[src/rtl/msrv32_dmem_ahb_master.sv]
// Data-memory AHB-Lite master: turns each load/store request into one single transfer.
// Optional bus-error handling is enabled with `define MSRV32_DMEM_ERR_EN.
module msrv32_dmem_ahb_master #(
  parameter int unsigned WAIT_CNT_W = 8
) (
  input  logic                  ms_riscv32_mp_clk_in,
  input  logic                  ms_riscv32_mp_rst_in,
  input  logic [31:0]           dmaddr_in,
  input  logic [31:0]           dmdata_in,
  input  logic [3:0]            dmwr_mask_in,
  input  logic                  dmwr_req_in,
  input  logic                  dmrd_req_in,
  output logic                  dm_stall_out,
  output logic [31:0]           dm_rdata_out,
  output logic                  dm_rdata_valid_out,
  output logic                  dm_err_out,
  output logic [WAIT_CNT_W-1:0] dm_wait_cnt_out,
  output logic [31:0]           ahb_haddr_out,
  output logic                  ahb_hwrite_out,
  output logic [2:0]            ahb_hsize_out,
  output logic [1:0]            ahb_htrans_out,
  output logic [31:0]           ahb_hwdata_out,
  input  logic [31:0]           ahb_hrdata_in,
  input  logic                  ahb_hready_in,
  input  logic                  ahb_hresp_in
);

`ifdef MSRV32_DMEM_ERR_EN
  localparam bit ErrEn = 1'b1;
`else
  localparam bit ErrEn = 1'b0;
`endif

  typedef enum logic [2:0] {S_IDLE, S_ADDR, S_DATA, S_ERR, S_DONE} state_t;

  state_t                  state_q, state_d;
  logic [31:0]             haddr_q, haddr_d;
  logic [31:0]             wdata_q, wdata_d;
  logic [31:0]             hwdata_q, hwdata_d;
  logic [31:0]             rdata_q, rdata_d;
  logic [2:0]              hsize_q, hsize_d;
  logic                    hwrite_q, hwrite_d;
  logic                    rd_q, rd_d;
  logic                    err_q, err_d;
  logic [WAIT_CNT_W-1:0]   wait_q, wait_d;

  logic [2:0]              wr_size;
  logic [1:0]              wr_off;
  logic                    err_resp;

  assign err_resp = ErrEn & ahb_hresp_in;

  // Narrow transfers only for the canonical byte/halfword lane masks.
  always_comb begin
    wr_size = 3'b010;
    wr_off  = 2'b00;
    case (dmwr_mask_in)
      4'b0001: begin wr_size = 3'b000; wr_off = 2'b00; end
      4'b0010: begin wr_size = 3'b000; wr_off = 2'b01; end
      4'b0100: begin wr_size = 3'b000; wr_off = 2'b10; end
      4'b1000: begin wr_size = 3'b000; wr_off = 2'b11; end
      4'b0011: begin wr_size = 3'b001; wr_off = 2'b00; end
      4'b1100: begin wr_size = 3'b001; wr_off = 2'b10; end
      default: ;
    endcase
  end

  always_comb begin
    state_d  = state_q;
    haddr_d  = haddr_q;
    wdata_d  = wdata_q;
    hwdata_d = hwdata_q;
    rdata_d  = rdata_q;
    hsize_d  = hsize_q;
    hwrite_d = hwrite_q;
    rd_d     = rd_q;
    err_d    = err_q;
    wait_d   = wait_q;

    if ((state_q == S_ADDR || state_q == S_DATA || state_q == S_ERR) &&
        !ahb_hready_in && wait_q != '1)
      wait_d = wait_q + 1'b1;

    case (state_q)
      S_IDLE: begin
        err_d = 1'b0;
        if (dmwr_req_in) begin
          rd_d     = 1'b0;
          haddr_d  = {dmaddr_in[31:2], wr_off};
          hsize_d  = wr_size;
          hwrite_d = 1'b1;
          wdata_d  = dmdata_in;
          state_d  = (dmwr_mask_in == 4'b0000) ? S_DONE : S_ADDR;
        end else if (dmrd_req_in) begin
          rd_d     = 1'b1;
          haddr_d  = {dmaddr_in[31:2], 2'b00};
          hsize_d  = 3'b010;
          hwrite_d = 1'b0;
          state_d  = S_ADDR;
        end
      end
      S_ADDR: begin
        if (ahb_hready_in) begin
          state_d = S_DATA;
          if (hwrite_q) hwdata_d = wdata_q;
        end
      end
      S_DATA: begin
        if (err_resp && !ahb_hready_in) begin
          state_d = S_ERR;
        end else if (ahb_hready_in) begin
          if (rd_q) rdata_d = ahb_hrdata_in;
          state_d = S_DONE;
        end
      end
      S_ERR: begin
        if (ahb_hready_in) begin
          err_d   = 1'b1;
          if (rd_q) rdata_d = '0;
          state_d = S_DONE;
        end
      end
      S_DONE:  state_d = S_IDLE;
      default: state_d = S_IDLE;
    endcase
  end

  always_ff @(posedge ms_riscv32_mp_clk_in or posedge ms_riscv32_mp_rst_in) begin
    if (ms_riscv32_mp_rst_in) begin
      state_q  <= S_IDLE;
      haddr_q  <= '0;
      wdata_q  <= '0;
      hwdata_q <= '0;
      rdata_q  <= '0;
      hsize_q  <= '0;
      hwrite_q <= 1'b0;
      rd_q     <= 1'b0;
      err_q    <= 1'b0;
      wait_q   <= '0;
    end else begin
      state_q  <= state_d;
      haddr_q  <= haddr_d;
      wdata_q  <= wdata_d;
      hwdata_q <= hwdata_d;
      rdata_q  <= rdata_d;
      hsize_q  <= hsize_d;
      hwrite_q <= hwrite_d;
      rd_q     <= rd_d;
      err_q    <= err_d;
      wait_q   <= wait_d;
    end
  end

  assign dm_stall_out       = (state_q == S_ADDR) || (state_q == S_DATA) || (state_q == S_ERR) ||
                              ((state_q == S_IDLE) && (dmwr_req_in || dmrd_req_in));
  assign dm_rdata_out       = rdata_q;
  assign dm_rdata_valid_out = (state_q == S_DONE) && rd_q;
  assign dm_err_out         = ErrEn && (state_q == S_DONE) && err_q;
  assign dm_wait_cnt_out    = wait_q;
  assign ahb_haddr_out      = haddr_q;
  assign ahb_hwrite_out     = hwrite_q;
  assign ahb_hsize_out      = hsize_q;
  assign ahb_htrans_out     = (state_q == S_ADDR) ? 2'b10 : 2'b00;
  assign ahb_hwdata_out     = hwdata_q;

endmodule

[config.mk]
export PLATFORM = sky130hd
export DESIGN_NAME = msrv32_dmem_ahb_master
export DESIGN_NICKNAME = d
export VERILOG_FILES = /design/src/rtl/msrv32_dmem_ahb_master.sv
export SDC_FILE = /design/constraint.sdc
export NUM_CORES = 1
export LEC_CHECK = 0
export BUFFER_PORTS_ARGS = -buffer_cell sky130_fd_sc_hd__buf_2
export CAP_MARGIN = 40
export CORE_ASPECT_RATIO = 1.2
export CORE_MARGIN = 4
export CORE_UTILIZATION = 26
export DETAILED_ROUTE_END_ITERATION = 6
export PLACE_DENSITY = 0.55
export SYNTH_ARGS = -nofsm -noshare
export SYNTH_HDL_FRONTEND = slang
export SYNTH_SLANG_ARGS = --single-unit
[constraint.sdc]
create_clock -name ms_riscv32_mp_clk_in -period 13.2 [get_ports ms_riscv32_mp_clk_in]
set_clock_uncertainty 0.05 [all_clocks]
set_input_delay 1.32 -clock ms_riscv32_mp_clk_in [delete_from_list [all_inputs] [get_ports ms_riscv32_mp_clk_in]]
set_output_delay 1.32 -clock ms_riscv32_mp_clk_in [all_outputs]
set_load 0.01 [all_outputs]
==> results.py, run 1 <==
metrics = {
    "sta": {
        "setup_ws_ps": 9720,
        "maxSlewViolCount": 0,
        "fin_setup_tns_ps": 0,
        "setup_violations": 0,
        "whs_ps": 421,
        "hold_violations": 0,
        "fin_crit_sh_pct": 26.3,
        "worst_pin_slew_ps": 814,
        "max_clock_freq_mhz": 288,
        "rsz0062_at_grt": "no",
        "post-route-min-period_ps": 3480,
        "relSlewSlack_pct": 45.7,
    },
    "logic_synthesis": {
        "synth_edf_count": 0,
        "mappedNetlistArea_um2": 5740,
        "synth_cells": 491,
        "synth_common_cells": "dfrtp_1, nand2_1, mux2_1",
        "synthTopCellsByArea": "dfrtp_1, mux2_1, nand2_1, mux2_2, nand2b_1",
        "synthArstFlopShare_pct": 100,
        "synth.distinct_cells": 37,
        "syn_avg_cell_area_um2": 11.7,
        "yosys_warnings": 0,
        "synth.yosys.seq_area_share_pct": 62.4,
        "yosysMostFrequentCell": "dfrtp_1",
        "synth_top_area_share_pct": 62.4,
        "synth_top_flop_cell": "dfrtp_1",
        "synth_seq_cells": 143,
        "synth_largest_area_cell": "dfrtp_1",
    },
    "finish": {
        "fin_nets": 810,
        "drive_above_1_share_pct": 39.6,
        "final_cells": 989,
        "ff_latch_area_um2": 3580,
        "area_growth_pct": 34.7,
        "fill_cells": 2243,
        "multi_input_area_um2": 2020,
        "diodes": 0,
    },
    "route": {
        "drt-initial-drc-count": 116,
        "wl_per_cell_um": 13.9,
        "drc": 0,
        "vias_per_cell": 4.23,
        "ant_nets": 0,
        "drt_first_pass_iters": 4,
        "wl_mm": 13.8,
        "vias": 4184,
    },
    "critical_path": {
        "worst_setup_path_start_kind": "input port",
        "worstPathCellList": "buf_2 -> nor2_1 -> a21oi_1 -> buf_2",
        "critPathCaptureType": "primary output",
        "cp_top_family": "simple AND/OR/NAND/NOR gates",
        "crit_buf_inv": 2,
        "required_ps": 11830,
        "path_max_fanout": 5,
        "cp_slowest_cell": "nor2_1",
        "worstSetupPathType": "input port to primary output",
        "crit_arrival_ps": 2110,
        "slowest_delay_ps": 320,
        "cp_common_cell": "buf_2",
    },
    "placed_design": {
        "dpl.hpwl_mm": 9.94,
        "io_buffers": 212,
        "pre_cts_slack_ps": 9720,
        "numPlacedInstances": 958,
        "place_congestion": 0.718,
    },
    "floorplan": {
        "dieArea_um2": 24500,
        "initial_core_util_pct": 26.4,
        "num_io_pins": 219,
        "die_h_um": 171,
        "die_x_um": 144,
        "core.rowCount": 59,
        "core_um2": 21700,
    },
    "global_route": {
        "grt_util_all_layers_pct": 11.5,
        "first_global_vias": 4193,
        "grt_max_degree": 80,
        "grt_pass1_wl_mm": 22.3,
        "antenna_found_initial": 0,
        "grt-ovfl-total": 0,
    },
    "clock_network": {
        "cts_root_buf": "clkbuf_16",
        "clock_path_buffers": 2,
        "cts_made_buffers": 17,
        "cts.repair.resized": 0,
        "postCtsHoldBufs": 0,
        "clk_pin_slew_worst_paths_ps": 60,
        "cts_tree": "done",
        "cts.sinks": 143,
        "cts_setup_buffers": 0,
        "clock_latency_ps": 410,
        "htreeDepth": 4,
    },
    "pwr": {
        "total_power_mw": 1.95,
        "powerDensity_nw_per_um2": 252,
        "p_leak_nw": 3.90,
        "ir_worst_vdd_mv": 0.102,
    },
    "run_status": {
        "status": "finished clean",
    },
    "worst_hold_path": {
        "holdCritPathClass": "register to register",
    },
    "run": {
        "drv_cap": 0,
    },
}
==> routing by layer <==
metal | share of wire (%) | up-vias | track usage, %
met5 | 0 | - | 0
met3 | 9.2 | 8 | 4.86
met1 | 41 | 1989 | 14.3
met2 | 48 | 148 | 18.2
li1 | - | 2039 | -
met4 | 1.0 | 0 | 3.28
==> kinds of logic after synthesis <==
logic type	count (synthesis)	share of synthesized area, %
flops	143	62.4
fa+ha+maj	1	0.218
xor+xnor	5	0.763
mux	69	13.5
simple gates	198	15.7
other cells	1	0.0653
buf+inv	29	2.94
compound gates	45	4.43
==> layout by cell type (no fill, tap or decap), types with 2 or more instances in the layout <==
master      count
nand2_1       131
a31oi_1         2
clkinv_4        2
nand2b_1       31
xor2_1          4
conb_1          3
a21oi_1         2
a22o_1          2
nor4_2          2
nor3_1          4
mux2_1         47
buf_4           4
bufinv_16       3
nand3_1         7
o21ai_0         5
buf_12          2
and3_1          2
dfrtp_1       143
o21ai_1        28
clkbuf_8        6
nor2_1         10
buf_2         212
mux2_2         22
clkbuf_16      17
clkinvlp_4      2
==> flip-flops by register name, summed over array words and instances (netlist names) <==
| name | cells |
|---|---|
| dm_wait_cnt_out | 8 |
| ahb_hwdata_out | 32 |
| ahb_hwrite_out | 1 |
| state_q | 3 |
| dm_rdata_out | 32 |
| wdata_q | 32 |
| rd_q | 1 |
| ahb_hsize_out | 2 |
| ahb_haddr_out | 32 |
==> tightest hold or removal path: stages, from the launching register on <==
cell and delay (ps):
dfrtp_1 340, nand2_1 50, nand2_1 50
==> area by class of cell <==
cell class / instances / share of cell area, %
Sequential cell: 143 / 46.3
Multi-Input combinational cell: 321 / 26.1
Timing Repair Buffer: 219 / 14.8
Clock buffer: 23 / 6.57
Tap cell: 274 / 4.44
Clock inverter: 8 / 1.65
Inverter: 1 / 0.113
==> worst paths after layout <==
| check | slack (ps) | depth (start not counted) | endpoint | from |
|---|---|---|---|---|
| worst min-delay path | 420 | 2 | ahb_haddr_out[20]$_DFFE_PP0P_ | ahb_haddr_out[20]$_DFFE_PP0P_ |
| min in group asynchronous | 960 | 2 | dm_rdata_out[13]$_DFFE_PP0P_ | ms_riscv32_mp_rst_in |
| worst max-delay path | 9720 | 4 | dm_stall_out | dmwr_req_in |
| worst max register to register | 10900 | 4 | ahb_hwdata_out[30]$_DFFE_PP0P_ | state_q[0]$_DFFE_PP0P_ |
| worst min register to register | 420 | 2 | ahb_haddr_out[20]$_DFFE_PP0P_ | ahb_haddr_out[20]$_DFFE_PP0P_ |
| max in group asynchronous | 10750 | 3 | dm_rdata_out[8]$_DFFE_PP0P_ | ms_riscv32_mp_rst_in |
==> stage by stage <==
step / cell area (µm²) / utilization (%)
final: 7730 / 35.6
after global routing: 7730 / 35.6
after CTS: 7730 / 35.6
after detailed placement: 7090 / 32.7
after global placement: 7040 / 32.4
after floorplan: 5750 / -
==> report_power, final <==
group	internal [mW]	leakage, nW	switching [mW]
combinational	0.310	1.84	0.355
clock	0.327	0.307	0.182
sequential	0.652	1.76	0.122
(Power assumes the default switching activity.)
==> run 2: changes to the inputs <==
--- a/config.mk
+++ b/config.mk
@@ -5,13 +5,14 @@
 export SDC_FILE = /design/constraint.sdc
 export NUM_CORES = 1
 export LEC_CHECK = 0
+export ABC_AREA = 1
 export BUFFER_PORTS_ARGS = -buffer_cell sky130_fd_sc_hd__buf_2
 export CAP_MARGIN = 40
 export CORE_ASPECT_RATIO = 1.2
 export CORE_MARGIN = 4
 export CORE_UTILIZATION = 26
 export DETAILED_ROUTE_END_ITERATION = 6
-export PLACE_DENSITY = 0.55
+export PLACE_DENSITY = 0.56
 export SYNTH_ARGS = -nofsm -noshare
 export SYNTH_HDL_FRONTEND = slang
 export SYNTH_SLANG_ARGS = --single-unit
==> constraint.sdc (replaced) <==
create_clock -name ms_riscv32_mp_clk_in -period 3 [get_ports ms_riscv32_mp_clk_in]
set_clock_uncertainty 0.05 [all_clocks]
set_input_delay 0.3 -clock ms_riscv32_mp_clk_in [delete_from_list [all_inputs] [get_ports ms_riscv32_mp_clk_in]]
set_output_delay 0.3 -clock ms_riscv32_mp_clk_in [all_outputs]
set_load 0.01 [all_outputs]
==> run 2 against run 1 <==
Effect of this change: design area increased by 1.0%; count of clock-buffer cells in the layout decreased by 3; critical endpoint is now ahb_htrans_out[1]; worst setup slack got worse by 8600 ps; wire length increased by 8.5%; die area increased by 2.5%; global-route usage increased by 0.85 points; synthesized cell count increased by 36%; power increased to 4.4 times the previous value; critical path depth unchanged; synthesized area increased by 2.7%; via count increased by 15%.
==> results.py, run 2 <==
metrics = {
    "run_status": {
        "status": "finished clean",
    },
    "clock_network": {
        "cts_setup_buffers": 0,
        "postCtsHoldBufs": 3,
        "clock_path_buffers": 2,
        "clock_latency_ps": 410,
        "cts.repair.resized": 0,
        "cts_root_buf": "clkbuf_16",
        "cts_tree": "done",
        "cts.sinks": 143,
        "cts_made_buffers": 17,
        "htreeDepth": 4,
        "clk_pin_slew_worst_paths_ps": 60,
    },
    "logic_synthesis": {
        "mappedNetlistArea_um2": 5890,
        "synth_top_flop_cell": "dfrtp_1",
        "yosysMostFrequentCell": "nand2_1",
        "yosys_warnings": 0,
        "synth_cells": 669,
        "synth.distinct_cells": 28,
        "synth_common_cells": "nand2_1, dfrtp_1, inv_1",
        "synth_top_area_share_pct": 60.7,
        "synth.yosys.seq_area_share_pct": 60.7,
        "synth_edf_count": 0,
        "synth_seq_cells": 143,
        "syn_avg_cell_area_um2": 8.81,
        "synthArstFlopShare_pct": 100,
        "synth_largest_area_cell": "dfrtp_1",
        "synthTopCellsByArea": "dfrtp_1, nand2_1, inv_1, o21ai_0, o21ai_1",
    },
    "finish": {
        "mostFrequentLayoutCells": "nand2_1, buf_2, dfrtp_1, inv_1, nor2_1",
        "fin_nets": 991,
        "final_common_cell": "nand2_1",
        "drive_above_1_share_pct": 29.6,
        "final_cells": 1175,
        "post-route-util_pct": 34.9,
        "diodes": 0,
        "fill_cells": 2388,
        "area_growth_pct": 32.5,
    },
    "floorplan": {
        "die_x_um": 145,
        "die_h_um": 173,
        "num_io_pins": 219,
        "core_um2": 22400,
        "core.rowCount": 60,
        "dieArea_um2": 25100,
        "initial_core_util_pct": 26.3,
    },
    "pwr": {
        "p_int_mw": 5.23,
        "p_sw_mw": 3.28,
        "ir_worst_vdd_mv": 0.401,
        "p_comb_share_pct": 37.1,
        "seqPwrFrac_pct": 38.8,
        "switching_share_pct": 38.6,
        "clockPowerShare_pct": 24.0,
        "p_leak_nw": 4.24,
        "powerDensity_nw_per_um2": 1090,
    },
    "critical_path": {
        "path_max_fanout": 32,
        "slowest_delay_ps": 430,
        "worstPathCellList": "inv_2 -> buf_4 -> nor3_4 -> buf_2",
        "worstReg2RegStart": "state_q[0]$_DFFE_PP0P_",
        "crit_arrival_ps": 1570,
        "cp_top_family": "buffers and inverters",
        "cp_slowest_cell": "dfrtp_1",
        "crit_buf_inv": 3,
        "worstSetupPathType": "register to primary output",
        "worst_setup_path_start_kind": "register",
        "crit_start": "state_q[0]$_DFFE_PP0P_",
        "critPathCaptureType": "primary output",
        "required_ps": 2650,
    },
    "route": {
        "vias_per_cell": 4.10,
        "met1Wirelength_mm": 6.56,
        "route.met2.wl_mm": 7.15,
        "vias": 4820,
        "ant_nets": 0,
        "drc": 0,
        "routed.top_layer": "met5",
        "wl_mm": 15.0,
        "wl_per_cell_um": 12.7,
        "drt_first_pass_iters": 4,
        "wl_met3_mm": 1.01,
        "drt-initial-drc-count": 135,
    },
    "placed_design": {
        "dpl.hpwl_mm": 10.6,
        "numPlacedInstances": 1141,
        "io_buffers": 212,
        "place_congestion": 0.737,
    },
    "global_route": {
        "antenna_found_initial": 2,
        "grt_max_degree": 65,
        "grt_pass1_wl_mm": 25.2,
        "first_global_vias": 4931,
        "grt_util_all_layers_pct": 12.3,
        "grt-ovfl-total": 0,
    },
    "sta": {
        "fin_crit_sh_pct": 64.0,
        "worst_pin_slew_ps": 653,
        "hold_violations": 0,
        "post-route-min-period_ps": 1920,
        "rsz0062_at_grt": "no",
        "setup_violations": 0,
        "maxSlewViolCount": 0,
        "relSlewSlack_pct": 56.4,
        "fin_setup_tns_ps": 0,
        "max_clock_freq_mhz": 521,
    },
    "worst_hold_path": {
        "holdCritPathClass": "input port to register",
        "min_from": "dmaddr_in[11]",
    },
    "run": {
        "drv_cap": 0,
    },
}
[run 2: changes by cell type after synthesis, sizes merged, moves of 3 or more]
cell | previous run | this run
nor2 | 10 | 47
mux2 | 69 | 0
inv | 1 | 76
and3 | 3 | 0
nand2b | 31 | 0
a21oi | 2 | 34
buf | 16 | 25
nand3 | 8 | 11
o21ai | 34 | 72
clkbuf | 12 | 6
nand2 | 131 | 244
[run 2: layout make-up]
type	instances	area, µm²	area share, %
well taps	279	349	4.47
multi-input cells	421	1820	23.3
repair buffers	225	1200	15.4
inverters	76	289	3.70
flip-flops and latches	143	3580	45.8
clock inverters	11	108	1.38
clock buffers	20	457	5.85
[run 2: metal layers]
metal / GRT usage, % / up-vias
li1: - / 2484
met1: 15.0 / 2175
met2: 20.2 / 138
met3: 4.35 / 19
met4: 4.43 / 4
met5: 0 / -
[run 2: path summary, 6_finish.rpt]
| check | to | slack, ps | cells after the start |
|---|---|---|---|
| setup / recovery | ahb_htrans_out[1] | 1080 | 4 |
| hold / removal | ahb_haddr_out[11]$_DFFE_PP0P_ | 30 | 3 |
| setup reg to reg | ahb_hwdata_out[20]$_DFFE_PP0P_ | 1120 | 7 |
| hold reg to reg | ahb_haddr_out[14]$_DFFE_PP0P_ | 420 | 2 |
| max in group asynchronous | ahb_hwdata_out[30]$_DFFE_PP0P_ | 2020 | 4 |
| min in group asynchronous | ahb_hwdata_out[20]$_DFFE_PP0P_ | 550 | 4 |
[run 2: through the flow]
stage | hold WS [ps] | cell area (µm²) | power, mW | worst slack [ps]
finish | 27.8 | 7810 | 8.51 | 1080
global route | 18.2 | 7810 | 9.28 | 859
CTS | 0.939 | 7810 | 8.70 | 1020
detailed placement | 409 | 7210 | 6.58 | 1110
global placement | 411 | 7190 | 6.50 | 1150
floorplan | 360 | 5900 | 5.37 | 859
[run 2: cells by family (layout without fill, tap and decap cells)]
group / Yosys count / in the layout / share of synthesized area, %
compound gates: 108 / 108 / 9.51
xor+xnor: 4 / 4 / 0.595
fa+ha+maj: 1 / 1 / 0.212
buf+inv: 107 / 332 / 8.47
flops: 143 / 143 / 60.7
other cells: 1 / 3 / 0.0636
simple gates: 305 / 305 / 20.4
[run 2: power by group through the flow]
stage	clock, mW	sequential [mW]	combinational, mW
floorplan	0	3.64	1.73
global route	2.20	3.43	3.64
finish	2.04	3.30	3.16
global placement	0	3.32	3.18
CTS	2.13	3.31	3.25
detailed placement	0	3.33	3.26
[run 2: tightest hold or removal path, cell delays in order]
cell and delay (ps):
buf_2 80, nand2_1 40, nand2_1 50
